--- src/rtl/read_seq_driver_pkg.sv ---
// Shared types and default sizing for the register-file read-address sequencer.
// The state codes double as the value shown on the debug HEX digit.
package read_seq_pkg;

  localparam int unsigned RS_ADDR_W    = 5;
  localparam int unsigned RS_NUM_PORTS = 2;

  typedef enum logic [3:0] {
    ST_IDLE  = 4'd0,
    ST_ISSUE = 4'd1,
    ST_DONE  = 4'd2
  } rs_state_e;

endpackage

--- src/rtl/read_seq_driver_if.sv ---
// Command, read-address and status bundle between the sequencer and its users.
// The sequencer side is the master; the register-file wrapper side is the slave.
interface read_seq_driver_if #(
  parameter int ADDR_W    = 5,
  parameter int NUM_PORTS = 2
);

  logic                        i_start;
  logic [ADDR_W-1:0]           i_base_addr;
  logic [ADDR_W-1:0]           i_count;
  logic                        i_loop;
  logic                        i_abort;
  logic                        i_ready;
  logic [NUM_PORTS*ADDR_W-1:0] o_rdaddr;
  logic                        o_valid;
  logic                        o_busy;
  logic                        o_done;
  logic [3:0]                  o_state_HEX0;

  modport master (
    input  i_start, i_base_addr, i_count, i_loop, i_abort, i_ready,
    output o_rdaddr, o_valid, o_busy, o_done, o_state_HEX0
  );

  modport slave (
    output i_start, i_base_addr, i_count, i_loop, i_abort, i_ready,
    input  o_rdaddr, o_valid, o_busy, o_done, o_state_HEX0
  );

endinterface

--- src/rtl/read_seq_driver.sv ---
// Walks a block of register-file read addresses, NUM_PORTS consecutive addresses
// per beat, advancing on valid/ready with optional looping and abort.
module read_seq_driver
  import read_seq_pkg::*;
#(
  parameter int ADDR_W    = RS_ADDR_W,
  parameter int NUM_PORTS = RS_NUM_PORTS
) (
  input  logic              i_CLK,
  input  logic              i_RST,
  read_seq_driver_if.master bus
);

  rs_state_e                   state_q, state_d;
  logic [ADDR_W-1:0]           base_q, base_d;
  logic [ADDR_W-1:0]           count_q, count_d;
  logic                        loop_q, loop_d;
  logic [ADDR_W-1:0]           ptr_q, ptr_d;
  logic [ADDR_W-1:0]           beat_q, beat_d;
  logic [NUM_PORTS*ADDR_W-1:0] rdaddr_q, rdaddr_d;
  logic                        valid_q, valid_d;
  logic                        busy_q, busy_d;
  logic                        done_q, done_d;
  logic                        last_beat;

  assign last_beat = (beat_q == count_q - ADDR_W'(1));

  always_comb begin
    state_d = state_q;
    base_d  = base_q;
    count_d = count_q;
    loop_d  = loop_q;
    ptr_d   = ptr_q;
    beat_d  = beat_q;
    case (state_q)
      ST_IDLE: begin
        if (bus.i_start) begin
          if (bus.i_count != '0) begin
            base_d  = bus.i_base_addr;
            count_d = bus.i_count;
            loop_d  = bus.i_loop;
            ptr_d   = bus.i_base_addr;
            beat_d  = '0;
            state_d = ST_ISSUE;
          end else begin
            state_d = ST_DONE;
          end
        end
      end
      ST_ISSUE: begin
        // Abort wins over a simultaneous acceptance; that beat is not counted.
        if (bus.i_abort) begin
          state_d = ST_DONE;
        end else if (bus.i_ready) begin
          if (last_beat) begin
            if (loop_q) begin
              ptr_d  = base_q;
              beat_d = '0;
            end else begin
              state_d = ST_DONE;
            end
          end else begin
            ptr_d  = ptr_q + ADDR_W'(NUM_PORTS);
            beat_d = beat_q + ADDR_W'(1);
          end
        end
      end
      ST_DONE: state_d = ST_IDLE;
      default: state_d = ST_IDLE;
    endcase
  end

  assign valid_d = (state_d == ST_ISSUE);
  assign busy_d  = (state_d == ST_ISSUE) || (state_d == ST_DONE);
  assign done_d  = (state_d == ST_DONE);

  // Per-port offsets are added ahead of the output register so o_rdaddr is a flop.
  for (genvar gi = 0; gi < NUM_PORTS; gi++) begin : g_port
    assign rdaddr_d[gi*ADDR_W +: ADDR_W] = valid_d ? (ptr_d + ADDR_W'(gi)) : '0;
  end

  always_ff @(posedge i_CLK) begin
    if (i_RST) begin
      state_q  <= ST_IDLE;
      base_q   <= '0;
      count_q  <= '0;
      loop_q   <= 1'b0;
      ptr_q    <= '0;
      beat_q   <= '0;
      rdaddr_q <= '0;
      valid_q  <= 1'b0;
      busy_q   <= 1'b0;
      done_q   <= 1'b0;
    end else begin
      state_q  <= state_d;
      base_q   <= base_d;
      count_q  <= count_d;
      loop_q   <= loop_d;
      ptr_q    <= ptr_d;
      beat_q   <= beat_d;
      rdaddr_q <= rdaddr_d;
      valid_q  <= valid_d;
      busy_q   <= busy_d;
      done_q   <= done_d;
    end
  end

  assign bus.o_rdaddr     = rdaddr_q;
  assign bus.o_valid      = valid_q;
  assign bus.o_busy       = busy_q;
  assign bus.o_done       = done_q;
  assign bus.o_state_HEX0 = state_q;

endmodule

--- src/flat_wrapper.sv ---
// flat-port wrapper written by rule: the top's interface ports become plain ports
module read_seq_driver_flat import read_seq_pkg::*;
#(
  parameter int ADDR_W    = RS_ADDR_W,
  parameter int NUM_PORTS = RS_NUM_PORTS
)
  (i_CLK, i_RST, bus_i_start, bus_i_base_addr, bus_i_count, bus_i_loop, bus_i_abort, bus_i_ready, bus_o_rdaddr, bus_o_valid, bus_o_busy, bus_o_done, bus_o_state_HEX0);
  read_seq_driver_if #(.ADDR_W(ADDR_W), .NUM_PORTS(NUM_PORTS)) bus_i ();
  input  logic i_CLK;
  input  logic i_RST;
  input wire logic [$bits(bus_i.i_start)-1:0] bus_i_start;
  input wire logic [$bits(bus_i.i_base_addr)-1:0] bus_i_base_addr;
  input wire logic [$bits(bus_i.i_count)-1:0] bus_i_count;
  input wire logic [$bits(bus_i.i_loop)-1:0] bus_i_loop;
  input wire logic [$bits(bus_i.i_abort)-1:0] bus_i_abort;
  input wire logic [$bits(bus_i.i_ready)-1:0] bus_i_ready;
  output wire logic [$bits(bus_i.o_rdaddr)-1:0] bus_o_rdaddr;
  output wire logic [$bits(bus_i.o_valid)-1:0] bus_o_valid;
  output wire logic [$bits(bus_i.o_busy)-1:0] bus_o_busy;
  output wire logic [$bits(bus_i.o_done)-1:0] bus_o_done;
  output wire logic [$bits(bus_i.o_state_HEX0)-1:0] bus_o_state_HEX0;
  assign bus_i.i_start = bus_i_start;
  assign bus_i.i_base_addr = bus_i_base_addr;
  assign bus_i.i_count = bus_i_count;
  assign bus_i.i_loop = bus_i_loop;
  assign bus_i.i_abort = bus_i_abort;
  assign bus_i.i_ready = bus_i_ready;
  assign bus_o_rdaddr = bus_i.o_rdaddr;
  assign bus_o_valid = bus_i.o_valid;
  assign bus_o_busy = bus_i.o_busy;
  assign bus_o_done = bus_i.o_done;
  assign bus_o_state_HEX0 = bus_i.o_state_HEX0;
  read_seq_driver #(.ADDR_W(ADDR_W), .NUM_PORTS(NUM_PORTS)) u_core (.i_CLK(i_CLK), .i_RST(i_RST), .bus(bus_i));
endmodule
--- config.mk ---
export PLATFORM = sky130hd
export DESIGN_NAME = read_seq_driver_flat
export DESIGN_NICKNAME = d
export VERILOG_FILES = /design/src/rtl/read_seq_driver_pkg.sv /design/src/rtl/read_seq_driver_if.sv /design/src/rtl/read_seq_driver.sv /design/src/flat_wrapper.sv
export SDC_FILE = /design/constraint.sdc
export NUM_CORES = 1
export LEC_CHECK = 0
export CAP_MARGIN = 10
export CORE_MARGIN = 3
export CORE_UTILIZATION = 56
export DETAILED_ROUTE_END_ITERATION = 8
export PLACE_DENSITY = 0.88
export SLEW_MARGIN = 20
export SYNTH_ARGS = -nofsm -noshare
export SYNTH_HDL_FRONTEND = slang
export SYNTH_SLANG_ARGS = --single-unit
export TNS_END_PERCENT = 100
--- constraint.sdc ---
create_clock -name i_CLK -period 8.1 [get_ports i_CLK]
set_input_delay 2.43 -clock i_CLK [delete_from_list [all_inputs] [get_ports i_CLK]]
set_output_delay 2.43 -clock i_CLK [all_outputs]
set_load 0.05 [all_outputs]
# Word level (Yosys, flattened, before mapping)
# Index checks and enable logic that the tools add are counted.
[word_totals] output_inout_bits=17 inputBits=16 register_bits=38
[op_classes] n_mux=21 reduce_logical=7 eq_ne=9 n_addsub=4 bitwise=1
[ops] operator="$mux 5" n=12
[ops] operator="$mux 4" n=5
[ops] operator="$pmux 5 s2" n=2
[ops] operator="$add 5x1->5 const B" n=2
[ops] operator="$eq 4x1->1 const B" n=2
[ops] operator="$pmux 4 s2" n=1
[ops] operator="$ne 2x2->1 const B" n=3
[ops] operator="$reduce_and 6->1" n=1
[ops] operator="$add 5x2->5 const B" n=1
[ops] operator="$eq 5x5->1" n=1
[ops] operator="$reduce_bool 5->1" n=1
[ops] operator="$sub 5x1->5 const B" n=1
[ops] operator="$eq 4x2->1 const B" n=1
[ops] operator="$logic_not 4->1" n=1
[ops] operator="$ne 3x2->1 const B" n=1
[ops] operator="$reduce_and 3->1" n=1
[ops] operator="$mux 2" n=1
[ops] operator="$ne 2x1->1 const B" n=1
[ops] operator="$reduce_bool 2->1" n=1
[ops] operator="$reduce_or 2->1" n=1
[ops] operator="$logic_or 1x1->1" n=1
[ops] operator="$not 1->1" n=1

# Logic depth before layout (Yosys ltp)
# Gate-level depths: netlist of run 1.
[depth] ltp_word=9 mapped_depth=12 ltp_nobuf=11

# Worst setup path before layout of run 1
# Ideal clock, no wire load.
[synth_path] path_type="input-to-reg" startpoint="in bus_i_count[4]" endpoint="reg u_core.rdaddr_q[9], in the netlist u_core.bus.o_rdaddr[9]" t_arrival_ns=4.489 cell_stages=9 required_time_ns=8.030 slack_ns=3.541 n_path_buf=0 setup_ns=0.070 cell_sequence="or4_1 > o21ai_2 > nor3_1 > a222oi_1 > o21a_1 > inv_1 > ha_1 > a31o_1 > a21oi_1"
[synth_between] elab_cells_between_ends=11
[synth_rtl] item="start: declaration" line="flat_wrapper.sv:13" text="input wire logic [$bits(bus_i.i_count)-1:0] bus_i_count;"
[synth_rtl] item="$reduce_bool 5->1" line="read_seq_driver.sv:38" text="if (bus.i_count != '0) begin"
[synth_rtl] item="$mux 5" line="read_seq_driver.sv:38"
[synth_rtl] item="$mux 5" line="read_seq_driver.sv:37" text="if (bus.i_start) begin"
[synth_rtl] item="$pmux 5 s2" line="read_seq_driver.sv:35" text="case (state_q)"
[synth_rtl] item="net u_core.ptr_d[1]" line="read_seq_driver.sv:18" text="logic [ADDR_W-1:0] ptr_q, ptr_d;"
[synth_rtl] item="$add 5x1->5" line="read_seq_driver.sv:79" text="assign rdaddr_d[gi*ADDR_W +: ADDR_W] = valid_d ? (ptr_d + ADDR_W'(gi)) : '0;"
[synth_rtl] item="end signal: assignment" line="read_seq_driver.sv:101" text="rdaddr_q <= rdaddr_d;"
[synth_rtl] item="end: declaration" line="read_seq_driver.sv:20" text="logic [NUM_PORTS*ADDR_W-1:0] rdaddr_q, rdaddr_d;"
# The timed path passes the listed nets, and every way through them passes these cells.
# A chain may end at the register's enable or synchronous reset.

# Worst setup path after layout of run 1
# Ends and elaborated chain as after synthesis.

==> flow_summary.ini, run 1 <==
[finish]
utilization_pct = 73.4
layout_common_cells = dfxtp_1 (38), clkdlybuf4s50_1 (32), nand2_1 (31), nor2_1 (18), a21oi_1 (15)
layout-drive-gt1-share_pct = 8.61
fin_nets = 263
area_growth_pct = 22.2
final_common_cell = dfxtp_1
final_area_sq_um = 2300
diodes = 0
nFillCells = 242

[floorplan]
die_area_sq_um = 4090
core_area_sq_um = 3130
die_h_um = 63.9
placementRows = 20
initial_core_util_pct = 60.1
io_pins = 33
die_width_um = 63.9

[placement]
dp_slack_ns = 2.86
place_area_sq_um = 2180
dpl.hpwl_um = 2920
io_buffers = 32
gp_congestion = 0.875

[clocking]
hold_buffers = 0
post_cts_buffers = 0
cts_made_buffers = 5
clkTransAtPathRegs_ns = 0.11
cts_tree = yes
root_buffer = clkbuf_4
cts_resized = 0
clk_latency_ns = 0.34
cts.sinks = 38
clock_path_buffers = 2
cts.htree.levels = 2

[routing]
drtPass1Iterations = 4
drt_wl_total_um = 4000
routed_via_density = 5.56
drc_errors = 0
first_iter_violations = 124
avgRoutedWirePerCell_um = 13.9
ant_nets = 0
num_vias = 1602

[global_route]
grt-ovfl-total = 0
grt_max_degree = 27
antenna_found_initial = 0
grt_pass1_vias = 1506
grt_pass1_wl_um = 6780
grt_use_total_pct = 21.1

[sta]
setup_violations = 0
fin_ws_ns = 3.17
slew_violations = 0
rsz0062_at_grt = no
post-route-min-period_ns = 4.93
max_freq_mhz = 203
hold_slack_ns = 0.465
final.setup.tns_ns = 0
tightest_slew_ns = 0.965
fin_worst_skew_ns = 0.00475
hold_viol_final = 0
slew_headroom_pct = 35.4
timing.final.crit_share_pct = 60.9

[worst_hold_path]
worstHoldPathCells = 2
hp-start = u_core.base_q[1]
hold_path_class = reg2reg
min_to = u_core.base_q[1]

[critical_path]
r2r_end = u_core.bus.o_rdaddr[9]
cp-start-kind = input pin
max_stage_delay_ns = 0.60
crit_chain = clkdlybuf4s50_1, or4_1, o21ai_2, nor3_1, a222oi_1, o221ai_1, ha_1, a31o_1, a21oi_1
cp_data_required_time_ns = 8.38
reg2regPathDepth = 10
critPathCaptureType = register
r2r-start = u_core.count_q[0]
cp_max_fo = 8
critPathArrivalTime_ns = 5.21
crit_slowest_cell = or4_1
critPathKind = in2reg
r2r_slack_ns = 5.26

[power]
pwr_density_cell_nw_per_um2 = 181
power.leakage_uw = 0.000846
peakVddDrop_mv = 0.144

[yosys]
ys_warn_count = 0
synth_cell_types = 52
syn_area_per_cell_sq_um = 8.78
netlist.area_leader.share_pct = 40.5
ys_seq_area_share_pct = 40.5
syn_inst = 214
synth_edf_count = 0
synth_top_flop_cell = dfxtp_1
yosys_register_bits = 38
synth_area_leaders = dfxtp_1 (40%), nand2_1 (6.2%), a21oi_1 (4.0%)
syn_area_sq_um = 1880
yosys.area.top_type = dfxtp_1
ys_async_sr_fraction_pct = 0

[outcome]
status = completed

[job]
cap_violations = 0
[synth_stat cells, types with 2 or more instances]
cell type  count
a211o_1        2
o21ai_0        7
o21a_1         3
buf_6          2
nor3b_1        3
a31o_1         2
ha_1           4
nor2_1        18
and2_1         2
dfxtp_1       38
nand3_1        3
nand2b_1       2
mux2i_1        6
clkbuf_1       6
and2b_2        2
inv_1          8
a21oi_1       15
and3b_1        2
or3_1          2
a222oi_1       3
xnor2_1        7
a41oi_1        2
nor2b_1        5
a311oi_1       3
nand2_1       31
nand4_1        3
nor3_1         7
and2_2         2
[layout make-up]
cell class | count | area [sq um] | share of cell area, %
well taps | 44 | 55.1 | 2.40
inverters | 8 | 30.0 | 1.31
multi-input cells | 157 | 1010 | 44.0
flip-flops and latches | 38 | 761 | 33.1
clock buffers | 6 | 51.3 | 2.23
clock inverters | 2 | 60.1 | 2.62
repair buffers | 33 | 328 | 14.3
[registers in the layout (all words and copies together), names as in the netlist, 4 cells and up]
signal and count:
u_core.bus.o_rdaddr 10, u_core.base_q 5, u_core.beat_q 5, u_core.count_q 5
u_core.ptr_q 5, u_core.bus.o_state_HEX0 4
[layer usage]
layer / global-route usage [%] / wire length [um]
met2: 35.7 / 1990
met5: 0 / 0
met3: 5.80 / 201
met4: 5.66 / 25
met1: 26.2 / 1790
[cell families after synthesis]
group	after synthesis	share of synthesized area, %
adders and majority gates	4	2.66
xor gates and xnor gates	8	3.73
DFF	38	40.5
and+or+nand+nor	86	22.8
other	1	0.200
muxes	8	4.59
AOI/OAI and AO/OA	49	19.6
buffers and inverters	20	5.93
[critical path: cells and delay by family]
family,cells,cell delay [ns]
buf+inv,1,0.43
simple gates,2,0.78
fa+ha+maj,1,0.33
compound gates,5,1.23
[through the flow]
stage	total power (uW)	std cells
CTS	418	288
floorplan	235	215
global placement	251	280
detailed placement	253	280
global route	433	288
finish	415	288
[report_power, final]
| group | switching, uW | total [uW] | internal (uW) |
|---|---|---|---|
| sequential | 5.02 | 197 | 192 |
| clock | 61.4 | 166 | 105 |
| combinational | 29.0 | 52.0 | 23.0 |
| total | 95.4 | 415 | 319 |
[worst max-delay path by stage]
stage,start,cells after the start,endpoint,slack (ns)
global placement,bus_i_count[4],9,u_core.bus.o_rdaddr[9],2.92
floorplan,bus_i_count[4],9,u_core.bus.o_rdaddr[9],3.54
finish,bus_i_count[4],9,u_core.bus.o_rdaddr[9],3.17
detailed placement,bus_i_count[4],9,u_core.bus.o_rdaddr[9],2.86
global route,bus_i_count[4],9,u_core.bus.o_rdaddr[9],3.02
CTS,bus_i_count[4],9,u_core.bus.o_rdaddr[9],3.22
(Power assumes the default switching activity.)
==> run 2, diff against run 1 <==
--- a/config.mk
+++ b/config.mk
@@ -7,9 +7,9 @@
 export LEC_CHECK = 0
 export CAP_MARGIN = 10
 export CORE_MARGIN = 3
-export CORE_UTILIZATION = 56
+export CORE_UTILIZATION = 52
 export DETAILED_ROUTE_END_ITERATION = 8
-export PLACE_DENSITY = 0.88
+export PLACE_DENSITY = 0.83
 export SLEW_MARGIN = 20
 export SYNTH_ARGS = -nofsm -noshare
 export SYNTH_HDL_FRONTEND = slang
==> constraint.sdc (replaced) <==
create_clock -name i_CLK -period 5.1 [get_ports i_CLK]
set_input_delay 1.53 -clock i_CLK [delete_from_list [all_inputs] [get_ports i_CLK]]
set_output_delay 1.53 -clock i_CLK [all_outputs]
set_load 0.05 [all_outputs]
==> run 2 against run 1 <==
Core utilization down 6.1 points. Clock power up 63%. Design area up 0.11%. Global-route usage is essentially flat. Combinational power rose by 59%. Hold slack gained 0.0041 ns. First-iteration DRC count shrank 7.3%. Largest cell class unchanged. Highest routed layer unchanged.
==> flow_summary.ini, run 2 (synthesis gave the netlist of run 1 again) <==
[critical_path]
r2r_slack_ns = 2.27
crit_end = u_core.bus.o_rdaddr[9]
reg2regPathDepth = 10
cp_data_required_time_ns = 5.40
cp-start-kind = input pin
cp_max_fo = 10
r2r-start = u_core.count_q[0]
critPathArrivalTime_ns = 4.34
critPathKind = in2reg
critPathCaptureType = register
r2r_end = u_core.bus.o_rdaddr[9]
cp-startpoint = bus_i_count[4]

[finish]
layout_common_cells = dfxtp_1 (38), clkdlybuf4s50_1 (32), nand2_1 (31), nor2_1 (18), a21oi_1 (15)
largest_reg_flops = 10
final_cells = 290
utilization_pct = 67.3
area_growth_pct = 22.3
final_area_sq_um = 2300
layout-drive-gt1-share_pct = 8.61
diodes = 0
fin_nets = 263
final_common_cell = dfxtp_1

[floorplan]
core_area_sq_um = 3420
initial_core_util_pct = 55.0
placementRows = 21
io_pins = 33
die_h_um = 66.1
die_width_um = 66.1
die_area_sq_um = 4370

[global_route]
grt_pass1_vias = 1525
grt-ovfl-total = 0
grt_max_degree = 27
antenna_found_initial = 0
grt_use_total_pct = 21.1
grt_pass1_wl_um = 6960

[clocking]
cts_resized = 0
clk_latency_ns = 0.36
cts_tree = yes
post_cts_buffers = 0
clkTransAtPathRegs_ns = 0.11
hold_buffers = 0
root_buffer = clkbuf_4
cts_made_buffers = 5
cts.sinks = 38
cts.htree.levels = 2
clock_path_buffers = 2

[placement]
io_buffers = 32
gp_congestion = 0.804
dp_cells = 282
place_area_sq_um = 2190
dpl.hpwl_um = 3040

[sta]
slew_headroom_pct = 37.8
hold_slack_ns = 0.470
rsz0062_at_grt = no
final.setup.tns_ns = 0
timing.final.crit_share_pct = 79.2
hold_viol_final = 0
fin_worst_skew_ns = 0.00622
tightest_slew_ns = 0.930
max_freq_mhz = 248
setup_violations = 0
post-route-min-period_ns = 4.04
slew_violations = 0

[routing]
ant_nets = 0
num_vias = 1641
drt_wl_total_um = 4200
avgRoutedWirePerCell_um = 14.5
drc_errors = 0
first_iter_violations = 115
routed_via_density = 5.66
drtPass1Iterations = 5

[job]
cap_violations = 0

[power]
peakVddDrop_mv = 0.205
power.leakage_uw = 0.000846
pwr_density_cell_nw_per_um2 = 290

[worst_hold_path]
hold_path_class = reg2reg

[outcome]
status = completed
## run 2: cell counts in the layout (fill, tap and decap cells not counted)
Identical to the previous run, type by type.
## run 2: area by class of cell
| class | count | area [sq um] |
|---|---|---|
| Tap cell | 46 | 57.6 |
| Clock buffer | 6 | 51.3 |
| Multi-Input combinational cell | 157 | 1010 |
| Inverter | 8 | 30.0 |
| Clock inverter | 2 | 60.1 |
| Fill cell | 302 | 1120 |
| Timing Repair Buffer | 33 | 328 |
| Sequential cell | 38 | 761 |
## run 2: worst max-delay path: stages
cell and delay (ns):
clkdlybuf4s50_1 0.44, or4_1 0.61, o21ai_2 0.32, nor3_1 0.17, buf_4 0.22, a222oi_1 0.43, o21ai_0 0.22, a31o_1 0.26
a21oi_1 0.13
## run 2: how the worst min path moves through the flow
stage | startpoint | end | slack, ns | depth (start not counted)
after floorplan | u_core.base_q[2] | u_core.base_q[2] | 0.43 | 2
final | u_core.base_q[2] | u_core.base_q[2] | 0.47 | 2
after CTS | u_core.base_q[2] | u_core.base_q[2] | 0.47 | 2
after detailed placement | u_core.base_q[2] | u_core.base_q[2] | 0.46 | 2
after global routing | u_core.base_q[1] | u_core.base_q[1] | 0.49 | 2
after global placement | u_core.base_q[1] | u_core.base_q[1] | 0.45 | 2
## run 2: report_power, final
part | internal (uW) | switching, uW | total, uW
sequential | 305 | 8.18 | 313
combinational | 36.5 | 46.4 | 82.9
clock | 166 | 104 | 270
## run 2: layer usage
layer | part of all wire, % | GRT usage (%) | routed length (um)
met4 | 2.4 | 11.9 | 99
met5 | 0 | 0 | 0
met3 | 3.5 | 4.42 | 147
met2 | 52 | 35.6 | 2170
met1 | 43 | 24.6 | 1790
## run 2: metrics by stage
step / setup slack, ns / power, uW
finish: 1.06 / 666
detailed placement: 0.753 / 402
global route: 0.807 / 687
floorplan: 1.44 / 373
global placement: 0.823 / 400
CTS: 1.09 / 669
==> RTL change (flow settings as in run 2) <==
Set the package constant `RS_NUM_PORTS` to 1 (it was 2).
--- a/src/rtl/read_seq_driver_pkg.sv
+++ b/src/rtl/read_seq_driver_pkg.sv
@@ -5,3 +5,3 @@
   localparam int unsigned RS_ADDR_W    = 5;
-  localparam int unsigned RS_NUM_PORTS = 2;
+  localparam int unsigned RS_NUM_PORTS = 1;
 
Ports: changed (resized bus_o_rdaddr); port bits go from 33 to 28. The function was not compared with the original's and may differ.
==> RTL change against run 2 <==
Synthesized cell count fell by 9.3%; critical path depth shrank 8; die area is 11% lower; worst hold slack gained 0.039 ns; setup slack better by 0.57 ns; sequential cell count decreased by 5; design area down 12%; largest power group unchanged; clock skew barely moved; register-to-register slack better by 0.57 ns; via count shrank 6.0%; routed wire length decreased by 6.3%; total power is 26% lower; area after synthesis is 12% lower; sequential share of layout area down 0.32 points.
==> RTL change: results (changes against run 2) <==
[worst_setup_path]
cp_slowest_stage_delay_ns = 0.91  ; +0.30 ns
reg2reg_slack_ns = 2.84  ; +0.57 ns
cp_max_fo = 16  ; +6
cp_top_family = buffers and inverters
cp_slowest_cell = clkdlybuf4s50_1
cp.arrival_ns = 1.94  ; -2.40 ns

[sta]
finClkSkew_ns = 0.00577  ; -0.000442 ns
holdWs_ns = 0.509  ; +0.0392 ns
slew_headroom_pct = 38.5  ; +0.68 points

[pwr]
switching_share_pct = 26.6  ; +2.8 points
leakage_nw = 0.775  ; -8.3%
vdd_drop_max_mv = 0.189  ; -8.1%

[place]
port_buffers = 27  ; -16%
gp_congestion = 0.915  ; +14%
dp_hpwl_mm = 2.91  ; -4.1%

[global_route]
grt_pass1_wl_mm = 6.68  ; -4.0%
antenna_found_initial = 0  ; unchanged
grt_use_total_pct = 21.4  ; +0.32 points
grt_max_degree = 25  ; -7.4%
grt_pass1_vias = 1479  ; -3.0%

[final_layout]
nets = 242  ; -8.0%
fillers = 272  ; -9.9%
drive_gt1_share_pct = 6.28  ; -2.3 points
diodes = 0  ; unchanged

[worst_hold_path]
hp-class = reg2reg

[synth]
synth_common_cells = 33 x dfxtp_1, 33 x nor2_1, 20 x nand2_1
muxShareOfSynthArea_pct = 7.88  ; +3.3 points
synth-seq-area-share_pct = 40.0  ; -0.48 points
yosys.area_share.adder_pct = 2.27  ; -0.39 points
synth.distinct_cells = 44  ; -15%
synthArstFlopShare_pct = 0  ; unchanged
synth-xor-area-share_pct = 4.77  ; +1.0 points
synth_area_leaders = dfxtp_1 40%, mux2i_1 7.9%, nor2_1 7.5%
synth_compound_area_share_pct = 17.8  ; -1.8 points

[clock_tree]
cts_buffer_depth = 2  ; unchanged
postCtsSetupBuffers = 0  ; unchanged
cts_made_buffers = 5  ; unchanged
clk_latency_ns = 0.34  ; -0.02 ns
root_buffer = clkbuf_4
clk_pin_slew_worst_paths_ns = 0.09  ; -0.02 ns

[status]
status = finished clean

[detailed_routing]
detail_route.first_pass.iterations = 4  ; -1
wirelength_mm = 3.94  ; -6.3%
viasPerCell = 5.82  ; +2.9%

## RTL change: cell count changes in the layout (fill, tap and decap cells not counted), sizes merged, moves of 5 or more
cell                  run 2  this run
mux2i                     6        13
nand2                    31        20
a21oi                    16        10
nand3                     3        10
dfxtp                    38        33
nor2                     18        33
clkdlybuf4s50            32        27
## RTL change: worst paths after layout
kind | start | end | depth (start not counted)
worst max-delay path | u_core.bus.o_state_HEX0[0] | bus_o_state_HEX0[0] | 1
worst min-delay path | u_core.count_q[0] | u_core.count_q[0] | 2
worst max register to register | u_core.count_q[0] | u_core.bus.o_rdaddr[2] | 8
worst min register to register | u_core.count_q[0] | u_core.count_q[0] | 2
## RTL change: power by group through the flow
stage | Sequential [mW] | Combinational (mW) | Clock, mW
floorplan | 0.284 | 0.0374 | 0
global placement | 0.279 | 0.0684 | 0
detailed placement | 0.280 | 0.0691 | 0
CTS | 0.274 | 0.0698 | 0.149
global route | 0.275 | 0.0776 | 0.165
finish | 0.274 | 0.0709 | 0.147
## RTL change: layout make-up
| cell class | instances | area (um2) | share of cell area, % |
|---|---|---|---|
| multi-input combinational | 149 | 951 | 47.2 |
| sequential | 33 | 661 | 32.8 |
| timing repair buffer | 27 | 270 | 13.4 |
| clock buffer | 7 | 55.1 | 2.73 |
| tap | 42 | 52.6 | 2.61 |
| inverter | 7 | 26.3 | 1.30 |
## RTL change: routing by layer
layer	GRT usage, %	vias to the layer above	wire, um
li1	-	748	-
met1	27.8	714	1760
met2	32.8	69	1750
met3	6.49	12	309
met4	9.64	0	122
met5	0	-	0
## RTL change: kinds of logic (layout without fill, tap and decap cells)
family	count (synthesis)	count (layout)
AOI/OAI and AO/OA	37	37
xor gates and xnor gates	9	9
adders and majority gates	3	3
buffers and inverters	13	41
DFF	33	33
muxes	13	13
other	1	2
and+or+nand+nor	85	85
## RTL change: through the flow
step                      util (%)  area (um2)  setup slack (ns)  power [mW]  cells
after CTS                     69.3        2010              1.68       0.492    265
after floorplan                  -        1660              2.00       0.321    195
final                         69.5        2020              1.63       0.492    265
after detailed placement      67.4        1950              1.37       0.349    258
after global placement        67.4        1950              1.43       0.348    258
after global routing          69.5        2020              1.56       0.517    265
